### src/rtl/vx_fetch_warp_sched_if.sv
// Schedule handshake between the warp scheduler (master) and the fetch unit (slave).
interface vx_fetch_warp_sched_if #(
  parameter int unsigned NW_W        = 2,
  parameter int unsigned PC_BITS     = 31,
  parameter int unsigned NUM_THREADS = 4,
  parameter int unsigned UUID_WIDTH  = 44
);
  logic                   sched_valid;
  logic [NW_W-1:0]        sched_wid;
  logic [PC_BITS-1:0]     sched_pc;
  logic [NUM_THREADS-1:0] sched_tmask;
  logic [UUID_WIDTH-1:0]  sched_uuid;
  logic                   sched_ready;

  modport master (
    output sched_valid, sched_wid, sched_pc, sched_tmask, sched_uuid,
    input  sched_ready
  );

  modport slave (
    input  sched_valid, sched_wid, sched_pc, sched_tmask, sched_uuid,
    output sched_ready
  );
endinterface

### src/rtl/vx_fetch_warp_sched.sv
// Round-robin fetch warp scheduler: one outstanding fetch per warp, spawn/unlock/terminate handling.
module vx_fetch_warp_sched #(
  parameter int unsigned NUM_WARPS   = 4,
  parameter int unsigned NUM_THREADS = 4,
  parameter int unsigned PC_BITS     = 31,
  parameter int unsigned UUID_WIDTH  = 44,
  parameter logic [PC_BITS-1:0] START_PC = 31'h40000000,
  localparam int unsigned NW_W = (NUM_WARPS > 1) ? $clog2(NUM_WARPS) : 1
) (
  input  logic                   clk,
  input  logic                   reset_n,
  input  logic                   spawn_valid,
  input  logic [NW_W-1:0]        spawn_wid,
  input  logic [PC_BITS-1:0]     spawn_pc,
  input  logic [NUM_THREADS-1:0] spawn_tmask,
  input  logic                   unlock_valid,
  input  logic [NW_W-1:0]        unlock_wid,
  input  logic [PC_BITS-1:0]     unlock_pc,
  input  logic [NUM_THREADS-1:0] unlock_tmask,
  vx_fetch_warp_sched_if.master  sched_if,
  output logic [NUM_WARPS-1:0]   active_warps,
  output logic [NUM_WARPS-1:0]   stalled_warps,
  output logic                   busy
);

  logic [NUM_WARPS-1:0]   active_q, active_d;
  logic [NUM_WARPS-1:0]   stalled_q, stalled_d;
  logic [PC_BITS-1:0]     pc_q    [NUM_WARPS];
  logic [NUM_THREADS-1:0] tmask_q [NUM_WARPS];
  logic [UUID_WIDTH-1:0]  uuid_q;
  logic [NW_W-1:0]        rr_q;
  logic                   busy_q;

  logic                   sched_valid_q;
  logic [NW_W-1:0]        sched_wid_q;
  logic [PC_BITS-1:0]     sched_pc_q;
  logic [NUM_THREADS-1:0] sched_tmask_q;
  logic [UUID_WIDTH-1:0]  sched_uuid_q;

  logic [NUM_WARPS-1:0]   eligible;
  logic                   win_valid;
  logic [NW_W-1:0]        win_wid;
  logic                   slot_free;
  logic                   load;
  logic                   spawn_en;
  logic                   unlock_en;

  // First eligible warp at or after ptr, wrapping modulo NUM_WARPS.
  function automatic logic [NW_W:0] rr_pick(input logic [NUM_WARPS-1:0] elig,
                                            input logic [NW_W-1:0] ptr);
    logic            found;
    logic [NW_W-1:0] w;
    int unsigned     idx;
    found = 1'b0;
    w     = '0;
    for (int unsigned i = 0; i < NUM_WARPS; i++) begin
      idx = 32'(ptr) + i;
      if (idx >= NUM_WARPS) idx = idx - NUM_WARPS;
      if (!found && elig[NW_W'(idx)]) begin
        found = 1'b1;
        w     = NW_W'(idx);
      end
    end
    return {found, w};
  endfunction

  // Next-state for the per-warp flags; arbitration sees registered state only.
  always_comb begin
    eligible             = active_q & ~stalled_q;
    {win_valid, win_wid} = rr_pick(eligible, rr_q);
    slot_free            = ~sched_valid_q | sched_if.sched_ready;
    load                 = slot_free & win_valid;
    spawn_en             = spawn_valid & ~active_q[spawn_wid] & (spawn_tmask != '0);
    unlock_en            = unlock_valid & stalled_q[unlock_wid];
    active_d             = active_q;
    stalled_d            = stalled_q;
    if (spawn_en) begin
      active_d[spawn_wid]  = 1'b1;
      stalled_d[spawn_wid] = 1'b0;
    end
    // Unlock is applied after spawn so it wins on a shared wid.
    if (unlock_en) begin
      stalled_d[unlock_wid] = 1'b0;
      if (unlock_tmask == '0) active_d[unlock_wid] = 1'b0;
    end
    if (load) stalled_d[win_wid] = 1'b1;
  end

  always_ff @(posedge clk) begin
    if (!reset_n) begin
      active_q      <= NUM_WARPS'(1);
      stalled_q     <= '0;
      for (int i = 0; i < NUM_WARPS; i++) begin
        pc_q[i]    <= (i == 0) ? START_PC : '0;
        tmask_q[i] <= (i == 0) ? NUM_THREADS'(1) : '0;
      end
      uuid_q        <= '0;
      rr_q          <= '0;
      busy_q        <= 1'b1;
      sched_valid_q <= 1'b0;
      sched_wid_q   <= '0;
      sched_pc_q    <= '0;
      sched_tmask_q <= '0;
      sched_uuid_q  <= '0;
    end else begin
      active_q  <= active_d;
      stalled_q <= stalled_d;
      busy_q    <= |active_d;
      if (spawn_en) begin
        pc_q[spawn_wid]    <= spawn_pc;
        tmask_q[spawn_wid] <= spawn_tmask;
      end
      if (unlock_en) begin
        pc_q[unlock_wid]    <= unlock_pc;
        tmask_q[unlock_wid] <= unlock_tmask;
      end
      // Output slot: reload when free, otherwise hold.
      if (slot_free) begin
        sched_valid_q <= win_valid;
        if (win_valid) begin
          sched_wid_q   <= win_wid;
          sched_pc_q    <= pc_q[win_wid];
          sched_tmask_q <= tmask_q[win_wid];
          sched_uuid_q  <= uuid_q;
          uuid_q        <= uuid_q + 1'b1;
          rr_q          <= (win_wid == NW_W'(NUM_WARPS - 1)) ? '0 : win_wid + 1'b1;
        end
      end
    end
  end

  assign sched_if.sched_valid = sched_valid_q;
  assign sched_if.sched_wid   = sched_wid_q;
  assign sched_if.sched_pc    = sched_pc_q;
  assign sched_if.sched_tmask = sched_tmask_q;
  assign sched_if.sched_uuid  = sched_uuid_q;
  assign active_warps         = active_q;
  assign stalled_warps        = stalled_q;
  assign busy                 = busy_q;

endmodule

### src/flat_wrapper.sv
// flat-port wrapper written by rule: the top's interface ports become plain ports
module vx_fetch_warp_sched_flat 
#(
  parameter int unsigned NUM_WARPS   = 4,
  parameter int unsigned NUM_THREADS = 4,
  parameter int unsigned PC_BITS     = 31,
  parameter int unsigned UUID_WIDTH  = 44,
  parameter logic [PC_BITS-1:0] START_PC = 31'h40000000,
  localparam int unsigned NW_W = (NUM_WARPS > 1) ? $clog2(NUM_WARPS) : 1
)
  (clk, reset_n, spawn_valid, spawn_wid, spawn_pc, spawn_tmask, unlock_valid, unlock_wid, unlock_pc, unlock_tmask, active_warps, stalled_warps, busy, sched_if_sched_valid, sched_if_sched_wid, sched_if_sched_pc, sched_if_sched_tmask, sched_if_sched_uuid, sched_if_sched_ready);
  vx_fetch_warp_sched_if #(.PC_BITS(PC_BITS), .NUM_THREADS(NUM_THREADS), .UUID_WIDTH(UUID_WIDTH)) sched_if_i ();
  input  logic clk;
  input  logic reset_n;
  input  logic spawn_valid;
  input  logic [NW_W-1:0] spawn_wid;
  input  logic [PC_BITS-1:0] spawn_pc;
  input  logic [NUM_THREADS-1:0] spawn_tmask;
  input  logic unlock_valid;
  input  logic [NW_W-1:0] unlock_wid;
  input  logic [PC_BITS-1:0] unlock_pc;
  input  logic [NUM_THREADS-1:0] unlock_tmask;
  output logic [NUM_WARPS-1:0] active_warps;
  output logic [NUM_WARPS-1:0] stalled_warps;
  output logic busy;
  output wire logic [$bits(sched_if_i.sched_valid)-1:0] sched_if_sched_valid;
  output wire logic [$bits(sched_if_i.sched_wid)-1:0] sched_if_sched_wid;
  output wire logic [$bits(sched_if_i.sched_pc)-1:0] sched_if_sched_pc;
  output wire logic [$bits(sched_if_i.sched_tmask)-1:0] sched_if_sched_tmask;
  output wire logic [$bits(sched_if_i.sched_uuid)-1:0] sched_if_sched_uuid;
  input wire logic [$bits(sched_if_i.sched_ready)-1:0] sched_if_sched_ready;
  assign sched_if_sched_valid = sched_if_i.sched_valid;
  assign sched_if_sched_wid = sched_if_i.sched_wid;
  assign sched_if_sched_pc = sched_if_i.sched_pc;
  assign sched_if_sched_tmask = sched_if_i.sched_tmask;
  assign sched_if_sched_uuid = sched_if_i.sched_uuid;
  assign sched_if_i.sched_ready = sched_if_sched_ready;
  vx_fetch_warp_sched #(.NUM_WARPS(NUM_WARPS), .NUM_THREADS(NUM_THREADS), .PC_BITS(PC_BITS), .UUID_WIDTH(UUID_WIDTH), .START_PC(START_PC)) u_core (.clk(clk), .reset_n(reset_n), .spawn_valid(spawn_valid), .spawn_wid(spawn_wid), .spawn_pc(spawn_pc), .spawn_tmask(spawn_tmask), .unlock_valid(unlock_valid), .unlock_wid(unlock_wid), .unlock_pc(unlock_pc), .unlock_tmask(unlock_tmask), .sched_if(sched_if_i), .active_warps(active_warps), .stalled_warps(stalled_warps), .busy(busy));
endmodule
### config.mk
export PLATFORM = sky130hd
export DESIGN_NAME = vx_fetch_warp_sched_flat
export DESIGN_NICKNAME = d
export VERILOG_FILES = /design/src/rtl/vx_fetch_warp_sched_if.sv /design/src/rtl/vx_fetch_warp_sched.sv /design/src/flat_wrapper.sv
export SDC_FILE = /design/constraint.sdc
export NUM_CORES = 1
export LEC_CHECK = 0
export CORE_ASPECT_RATIO = 0.8
export CORE_UTILIZATION = 46
export DETAILED_ROUTE_END_ITERATION = 10
export PLACE_DENSITY = 0.72
export SYNTH_ARGS = -nofsm -noshare
export SYNTH_HDL_FRONTEND = slang
export SYNTH_SLANG_ARGS = --single-unit
### constraint.sdc
create_clock -name clk -period 2.7 [get_ports clk]
set_input_delay 0.54 -clock clk [delete_from_list [all_inputs] [get_ports clk]]
set_output_delay 0.54 -clock clk [all_outputs]
set_load 0.05 [all_outputs]
==> impl_metrics.csv <==
group,metric,value,unit
pwr,clock_power_share,37.1,%
sta,period_share,89.2,%
sta,period_minus_slack,2.41,ns
floorplan,die-height,146,µm
critical_path,reg2regPathDepth,5,
pwr,ir_drop,0.462,mV
critical_path,criticalPathCategory,"flop to output port",
cts,post-cts-setup-buffers,0,
routing,dr_wl_met2,14400,µm
cts,clk_pin_slew,0.06,ns
cts,cts.sinks,277,
critical_path,cpMaxStageDelayCell,"clkdlybuf4s50_1",
final_layout,fin_cells,1587,
global_route,grt_pass1_vias,8908,
cts,clock_latency,0.54,ns
final_layout,multi_input_area,4650,µm²
synthesis,synthArstFlopShare,0,%
global_route,grt_pass1_wl,49000,µm
floorplan,initial_core_util,47.0,%
final_layout,nets,1322,
run_status,status,"finished, final reports clean",
synthesis,synth_top_family_by_area,"compound AO/OA/AOI/OAI gates",
final_layout,final_cell_mix,"clkdlybuf4s50_1, nand2_1, a22o_1, edfxtp_1, dfxtp_1",
critical_path,reg2reg_slack,0.33,ns
routing,highest_layer,"met4",
synthesis,syn_inst,1056,
global_route,antenna_found_initial,0,
placed_design,dpl.cell_count,1535,
pwr,swShare,27.2,%
sta,fmax,415,MHz
sta,worst_pin_slew,1.08,ns
global_route,grt_overflow,0,
cts,clock_path_buffers,3,
worst_hold_path,hold_end,"u_core.sched_if.sched_uuid[10]",
routing,wl_met3,1860,µm
worst_hold_path,hp-class,"flop to flop",
floorplan,io_pins,170,
critical_path,arrival,1.87,ns
sta,slew_headroom,28.1,%
cts,numCtsBuffers,28,
cts,cts_hold_buf,0,
critical_path,start_kind,"flop",
routing,wire_per_inst,19.8,µm
final_layout,n_antenna_cell,0,
critical_path,crit_chain,"clkdlybuf4s50_1",
synthesis,yosysUniqueCellTypes,55,
synthesis,synth_edf_count,140,
final_layout,post-route-util,60.4,%
synthesis,synth_fa_ha_area_share,0.210,%
placed_design,gp_congestion,0.835,
final_layout,ff_latch_area,6950,µm²
cts,htree_levels,1,
critical_path,slowest_delay,0.89,ns
pwr,cellLeakagePower,5.23,nW
pwr,finalPower,10.5,mW
critical_path,worstPathRequired,2.16,ns
flow_run,drv_cap,0,
synthesis,syn-num-nets,1137,
placed_design,numPortBuffers,169,
synthesis,synth_mux_area_share,5.98,%
synthesis,synthSimpleGateAreaFrac,12.5,%
routing,wl_met1,14400,µm
synthesis,syn-cell-area,11900,µm²
placed_design,dp_hpwl,19600,µm
synthesis,synthTopCellsByArea,"edfxtp_1, dfxtp_1, a22o_1",
routing,drtIter0Drc,593,
critical_path,crit_family,"buffers and inverters",
synthesis,yosysTopAreaCell,"edfxtp_1",
routing,vias,9317,
sta,finalHoldViolations,0,
sta,grt_setup_unrepaired,"no",
pwr,p_int,7.67,mW
synthesis,synthFlopType,"edfxtp_1",
routing,ant_nets,0,
worst_hold_path,min_from,"u_core.sched_if.sched_uuid[10]",
synthesis,synth_compound_area_share,18.5,%
pwr,p_comb_share,16.9,%
routing,avgViaCountPerCell,5.87,
final_layout,nFillCells,2013,
cts,tritoncts,"done",
sta,finalMaxSlewViolations,0,
synthesis,synth-seq-area-share,58.3,%
cts,cts_resized,0,
pwr,pwr-share-seq,45.9,%
critical_path,critPathCaptureType,"output port",
synthesis,avgSynthCellArea,11.3,µm²
worst_hold_path,hold_path_depth,2,
critical_path,r2r_end,"u_core.sched_if.sched_pc[9]",
cts,cts_root_buf,"clkbuf_16",
final_layout,synthToLayoutAreaGrowth,28.6,%
routing,wl,31400,µm
routing,drtPass1Iterations,5,
critical_path,path_max_fanout,5,
final_layout,final_common_cell,"clkdlybuf4s50_1",
final_layout,drive_gt1_share,9.50,%
synthesis,synth_xor_area_share,1.18,%
floorplan,die-area,26600,µm²
critical_path,cp_num_buf_inv,1,
critical_path,r2r_start,"u_core.stalled_warps[3]",
sta,tns,0,ns
global_route,grt_max_degree,62,
sta,setup_violations,0,
synthesis,yosys_warnings,0,
sta,skew,0.00796,ns
sta,whs,0.452,ns
floorplan,die_w,182,µm
pwr,switchingPower,2.87,mW
global_route,grt_use_total,23.2,%
synthesis,ys_ff_latch,277,
synthesis,yosysTopAreaCellShare,35.3,%
routing,remaining_drc_errors,0,
pwr,pwr_density_cell,688,nW/µm²
floorplan,placementRows,52,
floorplan,core,25400,µm²
[worst min-delay path, cell delays in order, from the launching register on]
cell and delay (ns):
dfxtp_1 0.31, nand2_1 0.05, a21oi_1 0.05
[synth_stat cells (all sizes together), types with 2 or more instances]
cell type and instances:
and4 4, nand3 18, mux2i 69, nand2 154, clkbuf 38, xor2 8, inv 19, ha 2
or3 20, edfxtp 140, and2 7, a21oi 78, nor2b 5, o221ai 34, a211oi 2, nand4 19
nor3 9, o21ai 23, a22o 140, buf 32, and3 4, nor4 7, o22ai 5, o31ai 10
xnor2 8, dfxtp 137, nand2b 6, or4 10, nor2 31
[registers in the layout, summed over array words and instances, names as in the netlist]
signal                       count
u_core.sched_if.sched_pc        31
u_core.stalled_warps             4
u_core.rr_q                      2
u_core.pc_q                    124
u_core.sched_if.sched_valid      1
u_core.sched_if.sched_wid        2
u_core.busy                      1
u_core.active_warps              4
u_core.sched_if.sched_tmask      4
u_core.uuid_q                   44
u_core.sched_if.sched_uuid      44
u_core.tmask_q                  16
[through the flow]
step	cell area [µm²]	setup slack [ns]
2_1_floorplan	11900	0.127
3_3_place_gp	14400	-0.181
3_5_place_dp	14400	-0.165
4_1_cts	15300	0.0913
5_1_grt	15300	0.183
6_report	15300	0.292
[cell families after synthesis]
family,count (synthesis)
and+or+nand+nor,303
AOI/OAI and AO/OA,299
DFF,277
buffers and inverters,89
muxes,70
xor gates and xnor gates,16
adders and majority gates,2
[per-layer routing]
layer  track usage, %  up-vias
met2             36.6      306
met5                0        -
met3             3.38       45
met1             33.4     4570
li1                 -     4396
met4             6.68        0
[final cells by class]
| class | instances | area share (%) |
|---|---|---|
| Tap cell | 324 | 2.65 |
| Inverter | 19 | 0.482 |
| Clock buffer | 42 | 5.27 |
| Timing Repair Buffer | 225 | 15.1 |
| Clock inverter | 10 | 0.808 |
| Sequential cell | 277 | 45.3 |
| Multi-Input combinational cell | 690 | 30.4 |
[power groups by stage]
stage | combinational (mW) | clock (mW) | sequential, mW
3_3_place_gp | 1.77 | 0 | 4.92
5_1_grt | 1.90 | 4.13 | 4.87
3_5_place_dp | 1.78 | 0 | 4.93
4_1_cts | 1.79 | 3.99 | 4.84
2_1_floorplan | 0.684 | 0 | 5.26
6_report | 1.79 | 3.92 | 4.84
[how the worst max path moves through the flow]
| stage | start | to | slack (ns) | cells after the start |
|---|---|---|---|---|
| finish | u_core.stalled_warps[0] | stalled_warps[0] | 0.29 | 1 |
| global route | u_core.stalled_warps[3] | u_core.sched_if.sched_pc[16] | 0.18 | 5 |
| CTS | u_core.stalled_warps[3] | u_core.sched_if.sched_pc[9] | 0.09 | 5 |
| detailed placement | spawn_wid[1] | u_core.tmask_q[0][0] | -0.16 | 7 |
| global placement | spawn_wid[1] | u_core.pc_q[0][30] | -0.18 | 7 |
| floorplan | spawn_wid[1] | u_core.pc_q[2][0] | 0.13 | 4 |
Note: power is estimated with default switching activity, not from simulation.
